File: src/rtl/serial_master_port.sv
// -----------------------------------------------------------------------------
// serial_master_port
//
// Bus-side master for a 1-bit serial system bus. A local device posts a
// parallel read or write request; this block serialises the address (and, for
// writes, the data) MSB-first on wr_bus under the slave's ready handshake, and
// for reads collects the returned word MSB-first from rd_bus under the slave's
// valid handshake. A slave may split a read and hold the master for as long as
// it likes; any other stall is bounded by TIMEOUT and ends in an aborted
// transfer (done + err).
//
// Parameters
//   ADDR_WIDTH  address bits serialised per transfer
//   DATA_WIDTH  data bits per write or read
//   TIMEOUT     wait cycles tolerated in REQ or WAIT_RD before abort (>= 2)
//
// Ports
//   clk           system clock, rising edge
//   rst           synchronous active-high reset
//   req           request strobe, only sampled while idle
//   mode          1 = write, 0 = read (captured with req)
//   addr          transfer address (captured with req)
//   wdata         write data (captured with req)
//   busy          high whenever a transfer is in progress
//   done          one-cycle end-of-transfer pulse
//   err           one-cycle pulse with done when the transfer was aborted
//   rdata         last successfully read word
//   wr_bus        serial address / write-data bit towards the slave
//   bus_mode      captured mode while busy, else 0
//   master_valid  a bit is presented on wr_bus
//   master_ready  master accepts a bit on rd_bus
//   rd_bus        serial read-data bit from the slave
//   slave_ready   slave takes the wr_bus bit at this edge
//   slave_valid   slave presents a valid rd_bus bit at this edge
//   split         slave has split the read; master waits without timing out
// -----------------------------------------------------------------------------
module serial_master_port #(
  parameter int ADDR_WIDTH = 16,
  parameter int DATA_WIDTH = 8,
  parameter int TIMEOUT    = 64
) (
  input  logic                  clk,
  input  logic                  rst,
  input  logic                  req,
  input  logic                  mode,
  input  logic [ADDR_WIDTH-1:0] addr,
  input  logic [DATA_WIDTH-1:0] wdata,
  output logic                  busy,
  output logic                  done,
  output logic                  err,
  output logic [DATA_WIDTH-1:0] rdata,
  output logic                  wr_bus,
  output logic                  bus_mode,
  output logic                  master_valid,
  output logic                  master_ready,
  input  logic                  rd_bus,
  input  logic                  slave_ready,
  input  logic                  slave_valid,
  input  logic                  split
);

  localparam int FRAME_WIDTH = ADDR_WIDTH + DATA_WIDTH;
  localparam int BIT_CNT_W   = $clog2(FRAME_WIDTH) + 1;
  localparam int TMO_CNT_W   = $clog2(TIMEOUT) + 1;

  localparam logic [BIT_CNT_W-1:0] ADDR_BITS  = BIT_CNT_W'(ADDR_WIDTH);
  localparam logic [BIT_CNT_W-1:0] FRAME_BITS = BIT_CNT_W'(FRAME_WIDTH);
  localparam logic [BIT_CNT_W-1:0] DATA_BITS  = BIT_CNT_W'(DATA_WIDTH);
  localparam logic [TMO_CNT_W-1:0] TMO_LIMIT  = TMO_CNT_W'(TIMEOUT);

  typedef enum logic [2:0] {
    S_IDLE,
    S_REQ,
    S_ADDR,
    S_DATA,
    S_WAIT_RD,
    S_RX,
    S_DONE
  } state_e;

  // ---------------------------------------------------------------------------
  // State
  // ---------------------------------------------------------------------------
  state_e                 state_q,    state_d;
  logic                   mode_q,     mode_d;
  logic                   err_q,      err_d;
  logic [FRAME_WIDTH-1:0] shift_q,    shift_d;     // {addr, wdata}, MSB out first
  logic [DATA_WIDTH-1:0]  rx_shift_q, rx_shift_d;  // read word being assembled
  logic [DATA_WIDTH-1:0]  rdata_q,    rdata_d;
  logic [BIT_CNT_W-1:0]   bit_cnt_q,  bit_cnt_d;
  logic [TMO_CNT_W-1:0]   tmo_cnt_q,  tmo_cnt_d;

  // ---------------------------------------------------------------------------
  // Helpers shared by several states
  // ---------------------------------------------------------------------------
  logic [BIT_CNT_W-1:0]   bit_cnt_inc;
  logic [TMO_CNT_W-1:0]   tmo_cnt_inc;
  logic [FRAME_WIDTH-1:0] shift_next;
  logic [DATA_WIDTH-1:0]  rx_word;

  assign bit_cnt_inc = bit_cnt_q + BIT_CNT_W'(1);
  assign tmo_cnt_inc = tmo_cnt_q + TMO_CNT_W'(1);
  assign shift_next  = shift_q << 1;
  // Incoming bit lands in the LSB, so the first bit received ends up as MSB.
  assign rx_word     = (rx_shift_q << 1) | DATA_WIDTH'(rd_bus);

  // ---------------------------------------------------------------------------
  // Outputs: pure decodes of registered state, so they never glitch on inputs
  // (wr_bus additionally follows the shift register MSB).
  // ---------------------------------------------------------------------------
  assign busy         = (state_q != S_IDLE);
  assign done         = (state_q == S_DONE);
  assign err          = err_q;
  assign master_valid = (state_q == S_REQ) || (state_q == S_ADDR) || (state_q == S_DATA);
  assign master_ready = (state_q == S_WAIT_RD) || (state_q == S_RX);
  assign wr_bus       = master_valid & shift_q[FRAME_WIDTH-1];
  assign bus_mode     = busy & mode_q;
  assign rdata        = rdata_q;

  // ---------------------------------------------------------------------------
  // Next-state logic
  // ---------------------------------------------------------------------------
  always_comb begin
    // NOTE: every variable gets a default before the case; a path that
    // leaves one unassigned would otherwise infer a latch.
    state_d    = state_q;
    mode_d     = mode_q;
    shift_d    = shift_q;
    rx_shift_d = rx_shift_q;
    rdata_d    = rdata_q;
    bit_cnt_d  = bit_cnt_q;
    tmo_cnt_d  = tmo_cnt_q;
    // err is only ever set on the edge that enters DONE, which makes it a
    // one-cycle pulse aligned with done.
    err_d      = 1'b0;

    case (state_q)
      S_IDLE: begin
        if (req) begin
          mode_d    = mode;
          shift_d   = {addr, wdata};
          bit_cnt_d = '0;
          tmo_cnt_d = '0;
          state_d   = S_REQ;
        end
      end

      // First address bit: waiting for the slave to pick up the request.
      S_REQ: begin
        if (slave_ready) begin
          shift_d   = shift_next;
          bit_cnt_d = bit_cnt_inc;
          state_d   = S_ADDR;
        end else begin
          tmo_cnt_d = tmo_cnt_inc;
          if (tmo_cnt_inc == TMO_LIMIT) begin
            state_d = S_DONE;
            err_d   = 1'b1;
          end
        end
      end

      // Once the slave has started taking bits it must keep taking them;
      // a dropped ready mid-frame is treated as a broken transfer.
      S_ADDR: begin
        if (!slave_ready) begin
          state_d = S_DONE;
          err_d   = 1'b1;
        end else begin
          shift_d   = shift_next;
          bit_cnt_d = bit_cnt_inc;
          if (bit_cnt_inc == ADDR_BITS) begin
            if (mode_q) begin
              state_d = S_DATA;
            end else begin
              bit_cnt_d = '0;
              tmo_cnt_d = '0;
              state_d   = S_WAIT_RD;
            end
          end
        end
      end

      S_DATA: begin
        if (!slave_ready) begin
          state_d = S_DONE;
          err_d   = 1'b1;
        end else begin
          shift_d   = shift_next;
          bit_cnt_d = bit_cnt_inc;
          if (bit_cnt_inc == FRAME_BITS) begin
            state_d = S_DONE;
          end
        end
      end

      // Waiting for the first read bit. A valid bit wins over split; split
      // freezes the timeout so a split read can wait indefinitely.
      S_WAIT_RD: begin
        if (slave_valid) begin
          rx_shift_d = rx_word;
          bit_cnt_d  = bit_cnt_inc;
          if (bit_cnt_inc == DATA_BITS) begin
            rdata_d = rx_word;
            state_d = S_DONE;
          end else begin
            state_d = S_RX;
          end
        end else if (!split) begin
          tmo_cnt_d = tmo_cnt_inc;
          if (tmo_cnt_inc == TMO_LIMIT) begin
            state_d = S_DONE;
            err_d   = 1'b1;
          end
        end
      end

      // Gaps in slave_valid simply stall; there is no timeout once data flows.
      S_RX: begin
        if (slave_valid) begin
          rx_shift_d = rx_word;
          bit_cnt_d  = bit_cnt_inc;
          if (bit_cnt_inc == DATA_BITS) begin
            rdata_d = rx_word;
            state_d = S_DONE;
          end
        end
      end

      S_DONE: begin
        state_d = S_IDLE;
      end

      default: begin
        state_d = S_IDLE;
      end
    endcase
  end

  // ---------------------------------------------------------------------------
  // State registers
  // ---------------------------------------------------------------------------
  always_ff @(posedge clk) begin
    // NOTE: non-blocking assignments here so every register samples the
    // pre-edge value of the others, independent of statement order.
    if (rst) begin
      // NOTE: the shift registers are data-path only but are cleared as well;
      // they are small, and a known value keeps wr_bus/rdata deterministic.
      state_q    <= S_IDLE;
      mode_q     <= 1'b0;
      err_q      <= 1'b0;
      shift_q    <= '0;
      rx_shift_q <= '0;
      rdata_q    <= '0;
      bit_cnt_q  <= '0;
      tmo_cnt_q  <= '0;
    end else begin
      state_q    <= state_d;
      mode_q     <= mode_d;
      err_q      <= err_d;
      shift_q    <= shift_d;
      rx_shift_q <= rx_shift_d;
      rdata_q    <= rdata_d;
      bit_cnt_q  <= bit_cnt_d;
      tmo_cnt_q  <= tmo_cnt_d;
    end
  end

endmodule

File: config.mk
export PLATFORM = sky130hd
export DESIGN_NAME = serial_master_port
export DESIGN_NICKNAME = d
export VERILOG_FILES = /design/src/rtl/serial_master_port.sv
export SDC_FILE = /design/constraint.sdc
export NUM_CORES = 1
export LEC_CHECK = 0
export ABC_AREA = 0
export BUFFER_PORTS_ARGS = -buffer_cell sky130_fd_sc_hd__buf_4
export CELL_PAD_IN_SITES_DETAIL_PLACEMENT = 0
export CELL_PAD_IN_SITES_GLOBAL_PLACEMENT = 1
export CORE_AREA = 3 3 94 105
export DETAILED_ROUTE_END_ITERATION = 10
export DIE_AREA = 0 0 97 108
export HOLD_SLACK_MARGIN = 0.02
export PLACE_DENSITY = 0.61
export SLEW_MARGIN = 20
export SYNTH_ARGS = -nofsm -noshare
export SYNTH_HDL_FRONTEND = slang
export SYNTH_SLANG_ARGS = --single-unit
File: constraint.sdc
create_clock -name clk -period 2.8 [get_ports clk]
set_input_delay 0.84 -clock clk [delete_from_list [all_inputs] [get_ports clk]]
set_output_delay 0.84 -clock clk [all_outputs]
set_load 0.1 [all_outputs]
; ---- After elaboration in Yosys (flattened, before gate mapping)
; Cells that the tools add are included.
; Widths: inputs -> output; s select.
[op_classes]
addsub = 2
eq_ne = 25
n_mux = 38
bitwise = 3
n_reduce_logical = 19
[op_table]
columns = op, count
row1 = $mux 7, 7
row2 = $mux 24, 2
row3 = $pmux 24 s2, 1
row4 = $mux 3, 12
row5 = $mux 6, 6
row6 = $pmux 7 s4, 1
row7 = $pmux 6 s4, 1
row8 = $pmux 3 s6, 1
row9 = $ne 2x2->1 const B, 7
row10 = $eq 6x5->1 const B, 2
row11 = $ne 2x1->1 const B, 5
row12 = $eq 3x3->1 const B, 3
row13 = $or 8x1->8, 1
row14 = $reduce_and 8->1, 1
row15 = $reduce_bool 4->1, 2
row16 = $add 7x1->7 const B, 1
row17 = $eq 7x7->1 const B, 1
row18 = $add 6x1->6 const B, 1
row19 = $eq 3x2->1 const B, 2
row20 = $eq 6x4->1 const B, 1
row21 = $ne 3x2->1 const B, 2
row22 = $reduce_and 3->1, 2
row23 = $reduce_and 6->1, 1
row24 = $reduce_or 2->1, 3
row25 = 13 further kinds, 21
[word_totals]
ff_bits = 57
input_bits = 32
output_inout_bits = 15
elab_cells = 95

; ---- Logic depth before layout (Yosys ltp)
[depth]
ltp_word = 6
mapped_depth = 7
ltp_nobuf = 7

; ---- Least setup slack after synthesis
; OpenSTA, ideal clock, no wires.
[synth_timing]
path_type = register to output
start = register state_q[2]
end = output done
t_arrival_ns = 2.219
t_required_ns = 1.960
path_slack_ns = -0.259
stages_incl_launch_ff = 5
path_buffers = 2
cell_sequence = dfxtp_1 > buf_2 > clkbuf_1 > nand2_1 > nor2_1
[synth_between]
elab_chain_cells = 1
[synth_rtl]
columns = element, line
row1 = from (decl), 84  ; state_e state_q, state_d;
row2 = from (signal assigned), 258  ; state_q <= state_d;
row3 = $eq 3x3->1, 112  ; assign done = (state_q == S_DONE);
row4 = to (decl), 49  ; output logic done,
; Every way passes these cells.

; ---- Worst setup path after layout
[layout_timing]
start = register state_q[2]
end = output wr_bus
[layout_between]
elab_chain_cells = 4
elab_cells_between_ends = 6
cone_classes = 3 x eq/ne / 1 x bitwise / 2 x reduce/logical
[layout_rtl]
columns = element, line
row1 = $eq 3x1->1 / $eq 3x2->1 (equally long branches), 114  ; assign master_valid = (state_q == S_REQ) || (state_q == S_ADDR) || (state_q == S_DATA);
row2 = $logic_or 1x1->1, 114
row3 = $logic_or 1x1->1 *, 114
row4 = $and 1x1->1 *, 116  ; assign wr_bus = master_valid & shift_q[FRAME_WIDTH-1];
row5 = to (decl), 52  ; output logic wr_bus,
; Every way passes the cells marked *; elsewhere a longest branch is shown, timed or not.

==> results.sh <==
export IMPL_outcome="finished clean"
export IMPL_initial_core_util_pct=32.7
export IMPL_synth_top_area_share_pct=39.3
export IMPL_endpoint="wr_bus"
export IMPL_dpl_instance_area_mm2=0.00333
export IMPL_r2r_end="bit_cnt_q[4]"
export IMPL_synth_most_common_cell="nand2_1"
export IMPL_grt_overflow=0
export IMPL_drtAntennaViolNets=0
export IMPL_reg2reg_depth=8
export IMPL_cp_max_fo=11
export IMPL_grt_use_total_pct=14.0
export IMPL_p_per_area_mw_per_mm2=907
export IMPL_final_nets=435
export IMPL_path_cells="inv_1, o21ai_2, inv_1, and2_2, buf_4"
export IMPL_seq_area_mm2=0.00114
export IMPL_drt_wl_total_um=6890
export IMPL_ys_warnings_count=0
export IMPL_startpoint="state_q[2]"
export IMPL_synthTopCellsByArea="dfxtp_1, nand2_1, a311oi_1"
export IMPL_io_pins=47
export IMPL_drive_above_1_share_pct=22.2
export IMPL_synth_edf_count=0
export IMPL_rsz0062_at_grt="no"
export IMPL_core_area_mm2=0.00887
export IMPL_cts_hold_buf=0
export IMPL_clock_latency_ps=330
export IMPL_route_detailed_drc=0
export IMPL_numPortBuffers=46
export IMPL_fp_row_count=36
export IMPL_path_clk_slew_ps=70
export IMPL_synth_seq_cells=57
export IMPL_drt_iter0_markers=131
export IMPL_p_leak_nw=1.35
export IMPL_dieArea_mm2=0.0105
export IMPL_grt_busiest_layer="met2"
export IMPL_async_flop_share_pct=0
export IMPL_syn_instance_count=361
export IMPL_vias=2634
export IMPL_finalCritPeriodShare_pct=88.5
export IMPL_globalplace_congestion=0.770
export IMPL_final_cell_count_no_fill=520
export IMPL_ys_seq_area_share_pct=39.3
export IMPL_synthTopCellsByCount="nand2_1, dfxtp_1, nor2_1"
export IMPL_tightest_slew_ps=598
export IMPL_multi_input_area_mm2=0.00163
export IMPL_syn_avg_cell_area_um2=8.05
export IMPL_drv_slew=0
export IMPL_grt_max_degree=55
export IMPL_critPathMostFrequentCell="inv_1"
export IMPL_wire_per_inst_um=13.3
export IMPL_crit_arrival_ps=1640
export IMPL_fillers=939
export IMPL_design_area_mm2=0.00353
export IMPL_grt_pass1_wl_um=12200
export IMPL_use_met1_pct=17.8
export IMPL_max_freq_ghz=0.403
export IMPL_ir_worst_vdd_v=0.000639
export IMPL_cts_buffers=9
export IMPL_cts_setup_buffers=0
export IMPL_finish_utilization_pct=39.8
export IMPL_slew_headroom_pct=60.1
export IMPL_cp_slowest_cell="dfxtp_1"
export IMPL_cts_root_buffer="clkbuf_8"
export IMPL_area_growth_pct=21.5
export IMPL_grt_pass1_vias=2599
export IMPL_r2r_slack_ps=730
export IMPL_cts_tree="yes"
export IMPL_viasPerCell=5.07
export IMPL_cp_slowest_stage_delay_ps=500
export IMPL_fin_ws_ps=321
export IMPL_worst_setup_path_type="flop to output pin"
export IMPL_finalCriticalPeriod_ps=2480
export IMPL_drv_cap=0
export IMPL_hp_class="flop to flop"
export IMPL_hold_viol=0
export IMPL_antenna_found_initial=0
export IMPL_dp_hpwl_um=4750
export IMPL_numClockSinks=57
export IMPL_synth_top_area_cell="dfxtp_1"
export IMPL_setup_viol=0
export IMPL_cp_required_ps=1960
export IMPL_met2_usage_pct=22.7
export IMPL_cp_end_kind="output pin"
export IMPL_die_y_um=108
export IMPL_use_met3_pct=3.29
export IMPL_finalClockSkew_ps=8.05
export IMPL_clockBufferDepth=2
export IMPL_start_kind="flop"
export IMPL_setup_tns_ps=0
export IMPL_ys_types=59
export IMPL_cts_resized=0
export IMPL_place_inst=504
export IMPL_htreeDepth=3
export IMPL_syn_nets=395
export IMPL_reg2reg_from="state_q[1]"
export IMPL_ys_dominant_reg_cell="dfxtp_1"
export IMPL_dr_pass1_iters=4
export IMPL_dieWidth_um=97
export IMPL_post_place_ws_ps=606
export IMPL_synth_area_mm2=0.00291
export IMPL_antenna_cells=0
==> power by group <==
group          total, W  switching (W)  internal (W)
clock          0.000761       0.000329      0.000432
combinational   0.00134       0.000900      0.000438
sequential      0.00110       0.000130      0.000972
==> placed cells by master (no fill, tap or decap), drive strengths merged, types with 6 or more instances in the layout <==
master,instances
nor3,6
nand2,75
inv,7
o21ai,15
dfxtp,57
a311oi,27
nor2,49
a21oi,19
nand3,18
buf,53
clkbuf,11
mux2i,13
==> state kept, by name, indices dropped and copies added, names as in the netlist <==
register and cells:
rdata 8, rx_shift_q 7, mode_q 1, tmo_cnt_q 7, bit_cnt_q 6, err 1, state_q 3, shift_q 24
==> layer usage <==
metal / vias up / share of wire [%]
li1: 1367 / -
met1: 1200 / 49
met2: 56 / 45
met3: 11 / 4.3
met4: 0 / 1.6
met5: - / 0
==> worst max-delay path: cells and delay by family (launching register included) <==
family	cells	cell delay, ps
compound gates	1	110
flops	1	500
simple gates	1	190
buf+inv	3	520
==> per-stage QoR <==
step	hold WS, ps	total power [W]
3_3_place_gp	452	0.00248
3_5_place_dp	447	0.00248
6_report	459	0.00320
5_1_grt	483	0.00346
4_1_cts	457	0.00326
2_1_floorplan	436	0.00218
==> kinds of logic (layout without fill, tap and decap cells) <==
family / Yosys count / in the layout / synth area share (%)
adder cells (fa/ha/maj): 2 / 2 / 0.861
AO/OA/AOI/OAI: 83 / 83 / 21.4
flip-flops: 57 / 57 / 39.3
XOR/XNOR: 3 / 3 / 0.905
multiplexers: 13 / 13 / 4.48
AND/OR/NAND/NOR: 172 / 172 / 28.1
buffers and inverters: 31 / 76 / 4.95
==> cell type report <==
type	instances	share of cell area [%]
clock buffers	11	4.01
clock inverters	5	1.56
inverters	7	0.744
multi-input cells	273	46.0
flip-flops and latches	57	32.3
well taps	114	4.04
repair buffers	53	11.3
==> worst min-delay path by stage <==
stage | start | endpoint | slack (ps) | cells past startpoint
5_1_grt | rx_shift_q[6] | rx_shift_q[6] | 480 | 2
2_1_floorplan | rx_shift_q[6] | rx_shift_q[6] | 440 | 2
4_1_cts | rx_shift_q[6] | rx_shift_q[6] | 460 | 2
3_3_place_gp | rx_shift_q[6] | rx_shift_q[6] | 450 | 2
6_report | rx_shift_q[6] | rx_shift_q[6] | 460 | 2
3_5_place_dp | rx_shift_q[6] | rx_shift_q[6] | 450 | 2
Note: power is estimated with default switching activity, not from simulation.
